### config.mk
export PLATFORM = sky130hd
export DESIGN_NAME = psum_channel_acc
export DESIGN_NICKNAME = d
export VERILOG_FILES = /design/src/rtl/cnn_pkg.sv /design/src/rtl/requant_relu_sat.sv /design/src/rtl/psum_channel_acc.sv
export SDC_FILE = /design/constraint.sdc
export NUM_CORES = 1
export LEC_CHECK = 0
export ABC_AREA = 1
export CELL_PAD_IN_SITES_DETAIL_PLACEMENT = 1
export CELL_PAD_IN_SITES_GLOBAL_PLACEMENT = 2
export CORE_AREA = 8 8 85 87
export CTS_CLUSTER_DIAMETER = 150
export DETAILED_ROUTE_END_ITERATION = 10
export DIE_AREA = 0 0 93 95
export PLACE_DENSITY_LB_ADDON = 0.1
export SYNTH_ARGS = -nofsm -noshare
export SYNTH_HDL_FRONTEND = slang
export SYNTH_SLANG_ARGS = --single-unit
export TNS_END_PERCENT = 1
### constraint.sdc
create_clock -name clk -period 2.9 [get_ports clk]
set_input_delay 0.58 -clock clk [delete_from_list [all_inputs] [get_ports clk]]
set_output_delay 0.58 -clock clk [all_outputs]
set_load 0.02 [all_outputs]
### src/rtl/cnn_pkg.sv
// Shared definitions for the CNN post-processing blocks.
// Holds the default datapath widths, the requantisation shift, the
// accumulator FSM state encoding and the activation saturation limit.
package cnn_pkg;

    localparam int N_CH    = 12;  // partial sums per output pixel
    localparam int PSUM_W  = 9;   // signed partial-sum width
    localparam int BIAS_W  = 8;   // signed bias width
    localparam int ACC_W   = 13;  // signed accumulator width
    localparam int OUT_W   = 4;   // signed activation width
    localparam int SHIFT   = 2;   // requantisation right shift (>=1)
    localparam int OUT_MAX = 7;   // largest activation after ReLU + saturation

    typedef enum logic [1:0] {
        IDLE = 2'd0,
        ACC  = 2'd1,
        POST = 2'd2
    } state_t;

endpackage

### src/rtl/requant_relu_sat.sv
// Combinational requantiser: ReLU, arithmetic right shift by SHIFT and
// saturation to OUT_MAX. Shared with the pooling stage.
//
// Build option: define PSUM_ROUND_EN to round half-up before the shift;
// otherwise the shift truncates.
//
// Ports:
//   acc  in   ACC_W  signed accumulator value
//   res  out  OUT_W  signed activation, 0..OUT_MAX
module requant_relu_sat #(
    parameter int ACC_W = 13,
    parameter int OUT_W = 4,
    parameter int SHIFT = 2
) (
    input  logic signed [ACC_W-1:0] acc,
    output logic signed [OUT_W-1:0] res
);
    import cnn_pkg::OUT_MAX;

    // One extra bit so the rounding add can never wrap.
    localparam logic signed [ACC_W:0] MAX_EXT = (ACC_W+1)'(OUT_MAX);
    localparam logic signed [OUT_W-1:0] MAX_OUT = OUT_W'(OUT_MAX);
`ifdef PSUM_ROUND_EN
    localparam logic signed [ACC_W:0] HALF = (ACC_W+1)'(1) <<< (SHIFT-1);
`endif

    logic signed [ACC_W:0] ext;
    logic signed [ACC_W:0] shifted;

    always_comb begin
        ext = {acc[ACC_W-1], acc};
`ifdef PSUM_ROUND_EN
        ext = ext + HALF;
`endif
        shifted = ext >>> SHIFT;
        // ReLU first, so saturation only has to clamp the positive side.
        if (acc[ACC_W-1])
            res = '0;
        else if (shifted > MAX_EXT)
            res = MAX_OUT;
        else
            res = shifted[OUT_W-1:0];
    end

endmodule

### src/rtl/psum_channel_acc.sv
// Per-output-channel partial-sum accumulator. Loads a bias on start_flag,
// adds N_CH signed partial sums, then requantises (ReLU, shift,
// saturate) into a 4-bit activation held on out with a one-cycle
// end_flag pulse.
//
// Build option: PSUM_ROUND_EN selects round-half-up requantisation
// (inside requant_relu_sat); ports and latency are unchanged.
//
// Ports:
//   clk         in   1       clock, rising edge
//   reset       in   1       asynchronous active-low reset
//   start_flag  in   1       begin a new pixel, load bias (wins over psum_valid)
//   bias        in   BIAS_W  signed bias, sampled with start_flag
//   psum_valid  in   1       partial sum strobe
//   psum        in   PSUM_W  signed partial sum
//   out         out  OUT_W   activation 0..7, held until the next result
//   end_flag    out  1       one-cycle pulse when out updates
//   busy        out  1       high in ACC or POST
//   err_flag    out  1       sticky: psum_valid outside ACC; cleared by start
module psum_channel_acc #(
    parameter int N_CH   = 12,
    parameter int PSUM_W = 9,
    parameter int BIAS_W = 8,
    parameter int ACC_W  = 13,
    parameter int OUT_W  = 4,
    parameter int SHIFT  = 2
) (
    input  logic                     clk,
    input  logic                     reset,
    input  logic                     start_flag,
    input  logic signed [BIAS_W-1:0] bias,
    input  logic                     psum_valid,
    input  logic signed [PSUM_W-1:0] psum,
    output logic signed [OUT_W-1:0]  out,
    output logic                     end_flag,
    output logic                     busy,
    output logic                     err_flag
);
    import cnn_pkg::state_t;
    import cnn_pkg::IDLE;
    import cnn_pkg::ACC;
    import cnn_pkg::POST;

    localparam int CNT_W = (N_CH > 1) ? $clog2(N_CH + 1) : 1;
    localparam logic [CNT_W-1:0] LAST = CNT_W'(N_CH - 1);

    state_t state, next_state;
    logic signed [ACC_W-1:0] acc;
    logic [CNT_W-1:0]        cnt;
    logic signed [OUT_W-1:0] rq;

    requant_relu_sat #(
        .ACC_W (ACC_W),
        .OUT_W (OUT_W),
        .SHIFT (SHIFT)
    ) u_rq (
        .acc (acc),
        .res (rq)
    );

    // State register
    always_ff @(posedge clk or negedge reset) begin
        if (!reset) state <= IDLE;
        else        state <= next_state;
    end

    // Next-state logic; start_flag restarts from any state.
    always_comb begin
        next_state = state;
        if (start_flag) begin
            next_state = ACC;
        end else begin
            case (state)
                ACC:     if (psum_valid && cnt == LAST) next_state = POST;
                POST:    next_state = IDLE;
                default: next_state = state;
            endcase
        end
    end

    // Outputs decoded from the state register.
    always_comb begin
        busy = (state != IDLE);
    end

    // Datapath: accumulator, channel counter, result and flags.
    always_ff @(posedge clk or negedge reset) begin
        if (!reset) begin
            acc      <= '0;
            cnt      <= '0;
            out      <= '0;
            end_flag <= 1'b0;
            err_flag <= 1'b0;
        end else begin
            end_flag <= 1'b0;
            if (start_flag) begin
                // An abort in ACC/POST lands here too, so no end_flag.
                acc      <= {{(ACC_W-BIAS_W){bias[BIAS_W-1]}}, bias};
                cnt      <= '0;
                err_flag <= 1'b0;
            end else begin
                case (state)
                    ACC: begin
                        if (psum_valid) begin
                            acc <= acc + {{(ACC_W-PSUM_W){psum[PSUM_W-1]}}, psum};
                            cnt <= cnt + 1'b1;
                        end
                    end
                    POST: begin
                        out      <= rq;
                        end_flag <= 1'b1;
                        if (psum_valid) err_flag <= 1'b1;
                    end
                    default: begin
                        if (psum_valid) err_flag <= 1'b1;
                    end
                endcase
            end
        end
    end

endmodule

# --- After elaboration in Yosys (flattened, before gate mapping) ---
# Index checks and enable logic that the tools add are counted.
totals:
  memories: 0
  inputBits: 21
  latch_bits: 0
  mem_bits_rw: 0
  romBits: 0
  register_bits: 25
  output_inout_bits: 7
classes:
  n_eq_ne: 5
  n_mul: 0
  muxes: 16
  bitwise_logic: 1
  addsub: 2
  reduce_logical: 9
  n_shift: 0
  n_div: 0
  magnitude_cmp: 1
op_table:
  columns: ["operator", "count"]
  rows:
  - ["$mux 13", 3]
  - ["$mux 4", 5]
  - ["$add 13x13->13", 1]
  - ["$gt 11x4->1 const B", 1]
  - ["$reduce_and 2->1", 4]
  - ["$reduce_bool 2->1", 3]
  - ["$mux 1", 5]
  - ["$add 4x1->4 const B", 1]
  - ["$eq 4x4->1 const B", 1]
  - ["$mux 2", 2]
  - ["$pmux 2 s2", 1]
  - ["$ne 3x3->1 const B", 1]
  - ["$reduce_bool 3->1", 1]
  - ["$eq 2x1->1 const B", 1]
  - ["$eq 2x2->1 const B", 1]
  - ["$ne 2x2->1 const B", 1]
  - ["$logic_and 1x1->1", 1]
  - ["$not 1->1", 1]

# --- Logic depth before layout (Yosys ltp) ---
# Gate-level depths: netlist of the first run.
logic_depth:
  word_depth: 5
  depth_mapped: 10
  mapped_depth_nobuf: 10

# --- By module ---
# A second synthesis of the first run with hierarchy kept.
unflattened:
  cells_unflattened: 277
  hier_area_um2: 1880.6
modules_own_cells:
  columns: ["mod", "instances", "area_per_inst_um2", "cells_each", "seq_area_each_um2"]
  rows:
  - ["psum_channel_acc", 1, 1814.2, 262, 625.6]
  - ["requant_relu_sat", 1, 66.3, 15, 0.0]

# --- Worst setup path before layout of the first run ---
# OpenSTA, ideal clock, no wires.
synth_path:
  path_type: "input port to flip-flop"
  start: "input port psum[0]"
  end: "register acc[12]"
  setup_time_ns: 0.117
  arrival_time_ns: 1.666
  required_time_ns: 2.783
  path_slack_ns: 1.116
  stages: 8
  cell_sequence: "ha_1 fa_1 nand3_1 nand2_2 nand3_1 nand4_1 nand3_1 nand2_1"
synth_via:
  elab_chain_cells: 4
synth_lines:
  columns: ["element", "line_no", "rtl"]
  rows:
  - ["from (decl)", "psum_channel_acc.sv:33", "input logic signed [PSUM_W-1:0] psum,"]
  - ["$add 13x13->13", "psum_channel_acc.sv:105", "acc <= acc + {{(ACC_W-PSUM_W){psum[PSUM_W-1]}}, psum};"]
  - ["$mux 13", "psum_channel_acc.sv:104", "if (psum_valid) begin"]
  - ["$mux 13", "psum_channel_acc.sv:102", "case (state)"]
  - ["$mux 13", "psum_channel_acc.sv:96", "if (start_flag) begin"]
  - ["to (signal assigned)", "psum_channel_acc.sv:98", "acc <= {{(ACC_W-BIAS_W){bias[BIAS_W-1]}}, bias};"]
  - ["to (signal assigned)", "psum_channel_acc.sv:105", null]
  - ["to (decl)", "psum_channel_acc.sv:48", "logic signed [ACC_W-1:0] acc;"]
# No other way between the ends. The select of a mux whose other input is x is not followed.
# A chain may end at the register's enable or synchronous reset.

# --- Final worst setup path of the first run ---
layout_path:
  start: "input port psum[0]"
  end: "register acc[8]"
# Same word-level chain as after synthesis.

==> results of run 1 <==
==> logic make-up (layout without fill, tap and decap cells) <==
kind of cell | Yosys count | count (layout) | share of synthesized area (%)
compound gates | 25 | 25 | 8.42
xor+xnor | 4 | 4 | 1.92
fa+ha+maj | 14 | 14 | 9.99
buf+inv | 47 | 79 | 9.86
flops | 25 | 25 | 34.2
simple gates | 150 | 150 | 35.6
==> Yosys cell counts <==
| master | instances |
|---|---|
| o311ai_2 | 1 |
| inv_1 | 34 |
| buf_2 | 1 |
| or2_1 | 1 |
| nand2_1 | 95 |
| nand2_4 | 1 |
| xnor2_1 | 3 |
| o211ai_1 | 2 |
| fa_1 | 1 |
| nand4_1 | 6 |
| nand3_4 | 1 |
| a21oi_1 | 8 |
| a22o_1 | 2 |
| nand3b_1 | 1 |
| xor2_1 | 1 |
| o21ai_0 | 6 |
| nor2_4 | 1 |
| inv_4 | 1 |
| a31oi_1 | 2 |
| nor2_2 | 1 |
| nand3_2 | 1 |
| dfrtp_1 | 25 |
| nor3_1 | 3 |
| clkinv_1 | 4 |
| o21bai_1 | 1 |
| nand3_1 | 18 |
| nand2_2 | 1 |
| ha_1 | 13 |
| o21ai_1 | 3 |
| nor2_1 | 20 |
| inv_2 | 7 |
==> worst max-delay path by stage <==
stage / end / cells past startpoint
final: acc[8]$_DFFE_PN0P_ / 10
after global routing: acc[8]$_DFFE_PN0P_ / 10
after CTS: acc[8]$_DFFE_PN0P_ / 10
after detailed placement: acc[8]$_DFFE_PN0P_ / 10
after global placement: acc[8]$_DFFE_PN0P_ / 10
after floorplan: acc[12]$_DFFE_PN0P_ / 8
==> critical path: cells and delay by family <==
| kind | cells | cell delay (ns) |
|---|---|---|
| AO/OA/AOI/OAI | 2 | 0.20 |
| adder cells (fa/ha/maj) | 2 | 0.72 |
| buffers and inverters | 1 | 0.41 |
| AND/OR/NAND/NOR | 5 | 0.44 |
==> layout make-up <==
class	count	share of cell area, %
inverter	46	7.78
sequential	25	27.8
clock buffer	3	1.83
multi-input combinational	193	45.4
tap	75	4.17
clock inverter	1	0.334
timing repair buffer	29	12.7
==> layer usage <==
| metal | global-route usage [%] | up-vias | share of wire, % |
|---|---|---|---|
| met5 | 0 | - | 0 |
| met4 | 3.76 | 0 | 0.46 |
| met3 | 2.06 | 2 | 3.3 |
| met2 | 21.5 | 24 | 46 |
| met1 | 18.4 | 803 | 50 |
| li1 | - | 902 | - |
==> state kept, by name, summed over array words and instances (netlist names) <==
signal	cells
err_flag	1
acc	13
end_flag	1
cnt	4
state	2
out	4
==> per-stage QoR <==
| step | worst slack, ns | hold WS, ns | util (%) | power, uW | instances |
|---|---|---|---|---|---|
| after floorplan | 1.12 | 0.284 | - | 680 | 265 |
| after global routing | 0.674 | 0.516 | 38.7 | 1120 | 372 |
| final | 0.756 | 0.475 | 38.7 | 1030 | 372 |
| after CTS | 0.760 | 0.485 | 38.7 | 1050 | 372 |
| after global placement | 0.453 | 0.460 | 37.9 | 815 | 368 |
| after detailed placement | 0.464 | 0.461 | 37.9 | 814 | 368 |
==> power breakdown <==
| part | total [uW] | switching [uW] | internal [uW] |
|---|---|---|---|
| Clock | 226 | 128 | 97.6 |
| Combinational | 390 | 236 | 154 |
| Sequential | 413 | 33.5 | 380 |
==> results.yml, run 1 <==
worst_setup_path:
  cpPeakStageDelay_ns: 0.46
  crit_arrival_ns: 2.37
  r2r-end: "acc[8]$_DFFE_PN0P_"
  timing.rr.start: "acc[0]$_DFFE_PN0P_"
  end_kind: "register"
  crit_type: "input pin to register"
  crit_slowest_cell: "fa_1"
  cpMostUsedCell: "nand2_1"
  required_ns: 3.12
  crit_fanout: 4
  cp_cell_sequence: "clkdlybuf4s50_1, ha_1, fa_1, nand3_1, nand2_2, nand2_1, nand2_1, a21oi_1, o21ai_1, nand2_1"
  crit_path_start: "psum[0]"
  startpoint_type: "input pin"
  r2r_slack_ns: 1.10
  ff2ff_path_depth: 9
synth:
  ys_ff_latch: 25
  synth.net_count: 300
  yosysSeqAreaShare_pct: 34.2
  syn_area_per_cell_um2: 6.90
  syn_area_mm2: 0.00183
  synth.top_cell.area_share_pct: 34.2
  synthCells: 265
  yosys-top-cells-area: "dfrtp_1 (34%), nand2_1 (20%), ha_1 (8.9%)"
  synth.distinct_cells: 31
  yosys_warnings: 0
  synth_largest_area_cell: "dfrtp_1"
layout:
  design_area_mm2: 0.00225
  mostFrequentLayoutCell: "nand2_1"
  nFillCells: 756
  multi_input_area_mm2: 0.00102
  diodes: 0
  num-nets-final: 333
  drive_gt1_share_pct: 7.07
  synthToLayoutAreaGrowth_pct: 23.1
  seqCellArea_um2: 626
  layout_common_cells: "nand2_1 (95), inv_1 (34), clkdlybuf4s50_1 (27)"
floorplanning:
  die_h_um: 95
  initial_utilization_pct: 31.4
  core_area_mm2: 0.00582
  dieArea_mm2: 0.00884
  io_pins: 28
  die_w_um: 93
  fp-row-count: 28
cts:
  cts_resized: 0
  numCtsBuffers: 3
  path_clk_slew_ns: 0.10
  cts_tree: "done"
  cts_root_buf: "clkbuf_8"
  htreeDepth: 1
  clkSinkCount: 25
  clockBufferDepth: 2
  clkLatencyLatePin_ns: 0.28
  post_cts_buffers: 0
  ctsHoldBuffers: 0
grt:
  grt-ovfl-total: 0
  grt_pass1_vias: 1819
  grt_max_degree: 26
  grtUsageTotal_pct: 13.5
  grt_pass1_wl_mm: 9.38
  antenna_found_initial: 0
timing:
  hold_viol_final: 0
  post-route-period-util_pct: 73.9
  max_freq_mhz: 466
  tightest_slew_ns: 0.395
  skew_ns: 0.00582
  fin_tns_setup_ns: 0
  rsz0062_at_grt: "no"
  finalCriticalPeriod_ns: 2.14
  slew_headroom_pct: 73.6
  setup_viol: 0
  drv_slew: 0
pwr:
  vdd_drop_max_mv: 0.200
  power.density_mw_per_mm2: 457
  power.leakage_uw: 0.00117
route:
  drt-total-wl_mm: 5.43
  viasPerCell: 4.65
  dr.pass1.iters: 4
  drc: 0
  post_drt_wl_per_cell_um: 14.6
  detail-route-antenna-nets: 0
  vias: 1731
  drt-initial-drc-count: 54
placement:
  dp_hpwl_mm: 4.46
  gp_congestion: 0.775
  portBuffers: 27
  dpl_cell_area_mm2: 0.00220
run:
  drv_cap: 0
hold_path:
  hp-class: "register to register"
  hold_depth: 2
  min_from: "out[3]$_DFFE_PN0P_"
  hold-path-endpoint: "out[3]$_DFFE_PN0P_"
run_status:
  status: "complete, no violations"
(Power assumes the default switching activity.)
==> run 2, diff against run 1 <==
--- a/config.mk
+++ b/config.mk
@@ -8,10 +8,10 @@
 export ABC_AREA = 1
 export CELL_PAD_IN_SITES_DETAIL_PLACEMENT = 1
 export CELL_PAD_IN_SITES_GLOBAL_PLACEMENT = 2
-export CORE_AREA = 8 8 85 87
+export CORE_AREA = 8 8 88 90
 export CTS_CLUSTER_DIAMETER = 150
 export DETAILED_ROUTE_END_ITERATION = 10
-export DIE_AREA = 0 0 93 95
+export DIE_AREA = 0 0 96 98
 export PLACE_DENSITY_LB_ADDON = 0.1
 export SYNTH_ARGS = -nofsm -noshare
 export SYNTH_HDL_FRONTEND = slang
==> constraint.sdc (replaced) <==
create_clock -name clk -period 2.1 [get_ports clk]
set_input_delay 0.42 -clock clk [delete_from_list [all_inputs] [get_ports clk]]
set_output_delay 0.42 -clock clk [all_outputs]
set_load 0.02 [all_outputs]
==> run 2 against run 1 <==
Sequential power increased by 38%. Global-route usage shrank 0.49 points. Largest cell class unchanged. Hold slack improved by 0.0016 ns. Combinational power is 52% higher. Routed wire length rose by 3.2%. Worst setup slack got worse by 0.54 ns. Final area up 4.2%.
==> results.yml, run 2 (synthesized netlist as in run 1, its figures left out) <==
worst_setup_path:
  end_kind: "primary output"
  crit_arrival_ns: 1.46
  timing.rr.start: "acc[0]$_DFFE_PN0P_"
  required_ns: 1.68
  ff2ff_path_depth: 9
  startpoint_type: "register"
  crit_fanout: 4
  crit_type: "register to primary output"
  crit_path_start: "state[0]$_DFFE_PN0P_"
  r2r-end: "acc[8]$_DFFE_PN0P_"
  endpoint: "busy"
  r2r_slack_ns: 0.43
route:
  drt-initial-drc-count: 42
  dr.pass1.iters: 3
  viasPerCell: 4.49
  drt-total-wl_mm: 5.60
  vias: 1746
  drc: 0
  detail-route-antenna-nets: 0
  post_drt_wl_per_cell_um: 14.4
layout:
  largest_reg_flops: 13
  num-nets-final: 345
  fin_cells: 389
  design_area_mm2: 0.00234
  final_util_pct: 36.1
  synthToLayoutAreaGrowth_pct: 28.3
  mostFrequentLayoutCell: "nand2_1"
  regMostFlops: "acc"
  drive_gt1_share_pct: 10.7
  nFillCells: 833
  top_regs: "acc (13), cnt (4), out (4)"
  diodes: 0
  layout_common_cells: "nand2_1 (95), inv_1 (34), clkdlybuf4s50_1 (27)"
timing:
  hold_viol_final: 0
  slew_headroom_pct: 77.5
  max_freq_mhz: 532
  post-route-period-util_pct: 89.5
  rsz0062_at_grt: "no"
  finalCriticalPeriod_ns: 1.88
  drv_slew: 0
  skew_ns: 0.00921
  tightest_slew_ns: 0.338
  setup_viol: 0
cts:
  ctsHoldBuffers: 0
  numCtsBuffers: 3
  path_clk_slew_ns: 0.10
  cts_root_buf: "clkbuf_8"
  clkLatencyLatePin_ns: 0.28
  cts_tree: "done"
  cts_resized: 0
  post_cts_buffers: 0
  clockBufferDepth: 2
  clkSinkCount: 25
  htreeDepth: 1
grt:
  grtUsageTotal_pct: 13.0
  grt_pass1_wl_mm: 9.67
  grt_max_degree: 26
  grt-ovfl-total: 0
  antenna_found_initial: 0
  grt_pass1_vias: 1893
floorplanning:
  fp-row-count: 30
  dieArea_mm2: 0.00941
  die_h_um: 98
  initial_utilization_pct: 28.2
  core_area_mm2: 0.00649
  die_w_um: 96
  io_pins: 28
placement:
  gp_congestion: 0.756
  portBuffers: 27
  dp.cells: 385
  dpl_cell_area_mm2: 0.00230
  dp_hpwl_mm: 4.73
pwr:
  power.density_mw_per_mm2: 624
  vdd_drop_max_mv: 0.232
  power.leakage_uw: 0.00123
  p_total_uw: 1460
hold_path:
  hp-class: "register to register"
  min_from: "out[3]$_DFFE_PN0P_"
run:
  drv_cap: 0
run_status:
  status: "complete, no violations"
==> run 2: power breakdown <==
group / internal [uW] / total (uW) / switching, uW
clock network: 133 / 301 / 168
logic: 253 / 592 / 339
registers: 524 / 571 / 46.5
total: 910 / 1460 / 554
==> run 2: worst min-delay path by stage <==
stage                         end  slack, ns  cells after the start
6_report       out[3]$_DFFE_PN0P_       0.48                      2
5_1_grt        out[3]$_DFFE_PN0P_       0.53                      2
4_1_cts        out[3]$_DFFE_PN0P_       0.49                      2
3_5_place_dp   out[3]$_DFFE_PN0P_       0.46                      2
3_3_place_gp   out[3]$_DFFE_PN0P_       0.45                      2
2_1_floorplan  acc[0]$_DFFE_PN0P_       0.12                      0
==> run 2: critical path: stages, from the launching register on <==
cell	delay (ns)
dfrtp_1	0.41
inv_1	0.10
nand2_1	0.07
clkdlybuf4s50_1	0.59
==> run 2: area by class of cell <==
class	instances	area (um^2)	area share, %
clock buffer	3	41.3	1.76
sequential	25	626	26.7
multi-input combinational	193	1020	43.6
timing repair buffer	41	375	16.0
clock inverter	1	5.00	0.213
tap	80	100	4.27
inverter	46	175	7.47
==> run 2: metal layers <==
layer  global-route usage, %  part of all wire [%]  up-vias
met4                    4.26                   1.4        0
met5                       0                     0        -
met1                    17.9                    51      797
li1                        -                     -      925
met2                    20.8                    46       19
met3                   0.691                   1.6        5
==> run 2: per-stage QoR <==
step / hold WS (ns) / setup TNS, ns / setup WS (ns)
detailed placement: 0.463 / -0.156 / -0.0637
floorplan: 0.124 / 0 / 0.476
global route: 0.528 / 0 / 0.121
CTS: 0.486 / 0 / 0.200
finish: 0.477 / 0 / 0.220
global placement: 0.448 / -0.0787 / -0.0410
==> run 3, diff against run 2 <==
--- a/config.mk
+++ b/config.mk
@@ -13,6 +13,7 @@
 export DETAILED_ROUTE_END_ITERATION = 10
 export DIE_AREA = 0 0 96 98
 export PLACE_DENSITY_LB_ADDON = 0.1
+export SKIP_CTS_REPAIR_TIMING = 1
 export SYNTH_ARGS = -nofsm -noshare
 export SYNTH_HDL_FRONTEND = slang
 export SYNTH_SLANG_ARGS = --single-unit
==> results of run 3 <==
No change in the layout: final DEF, timing and power equal those of run 2.
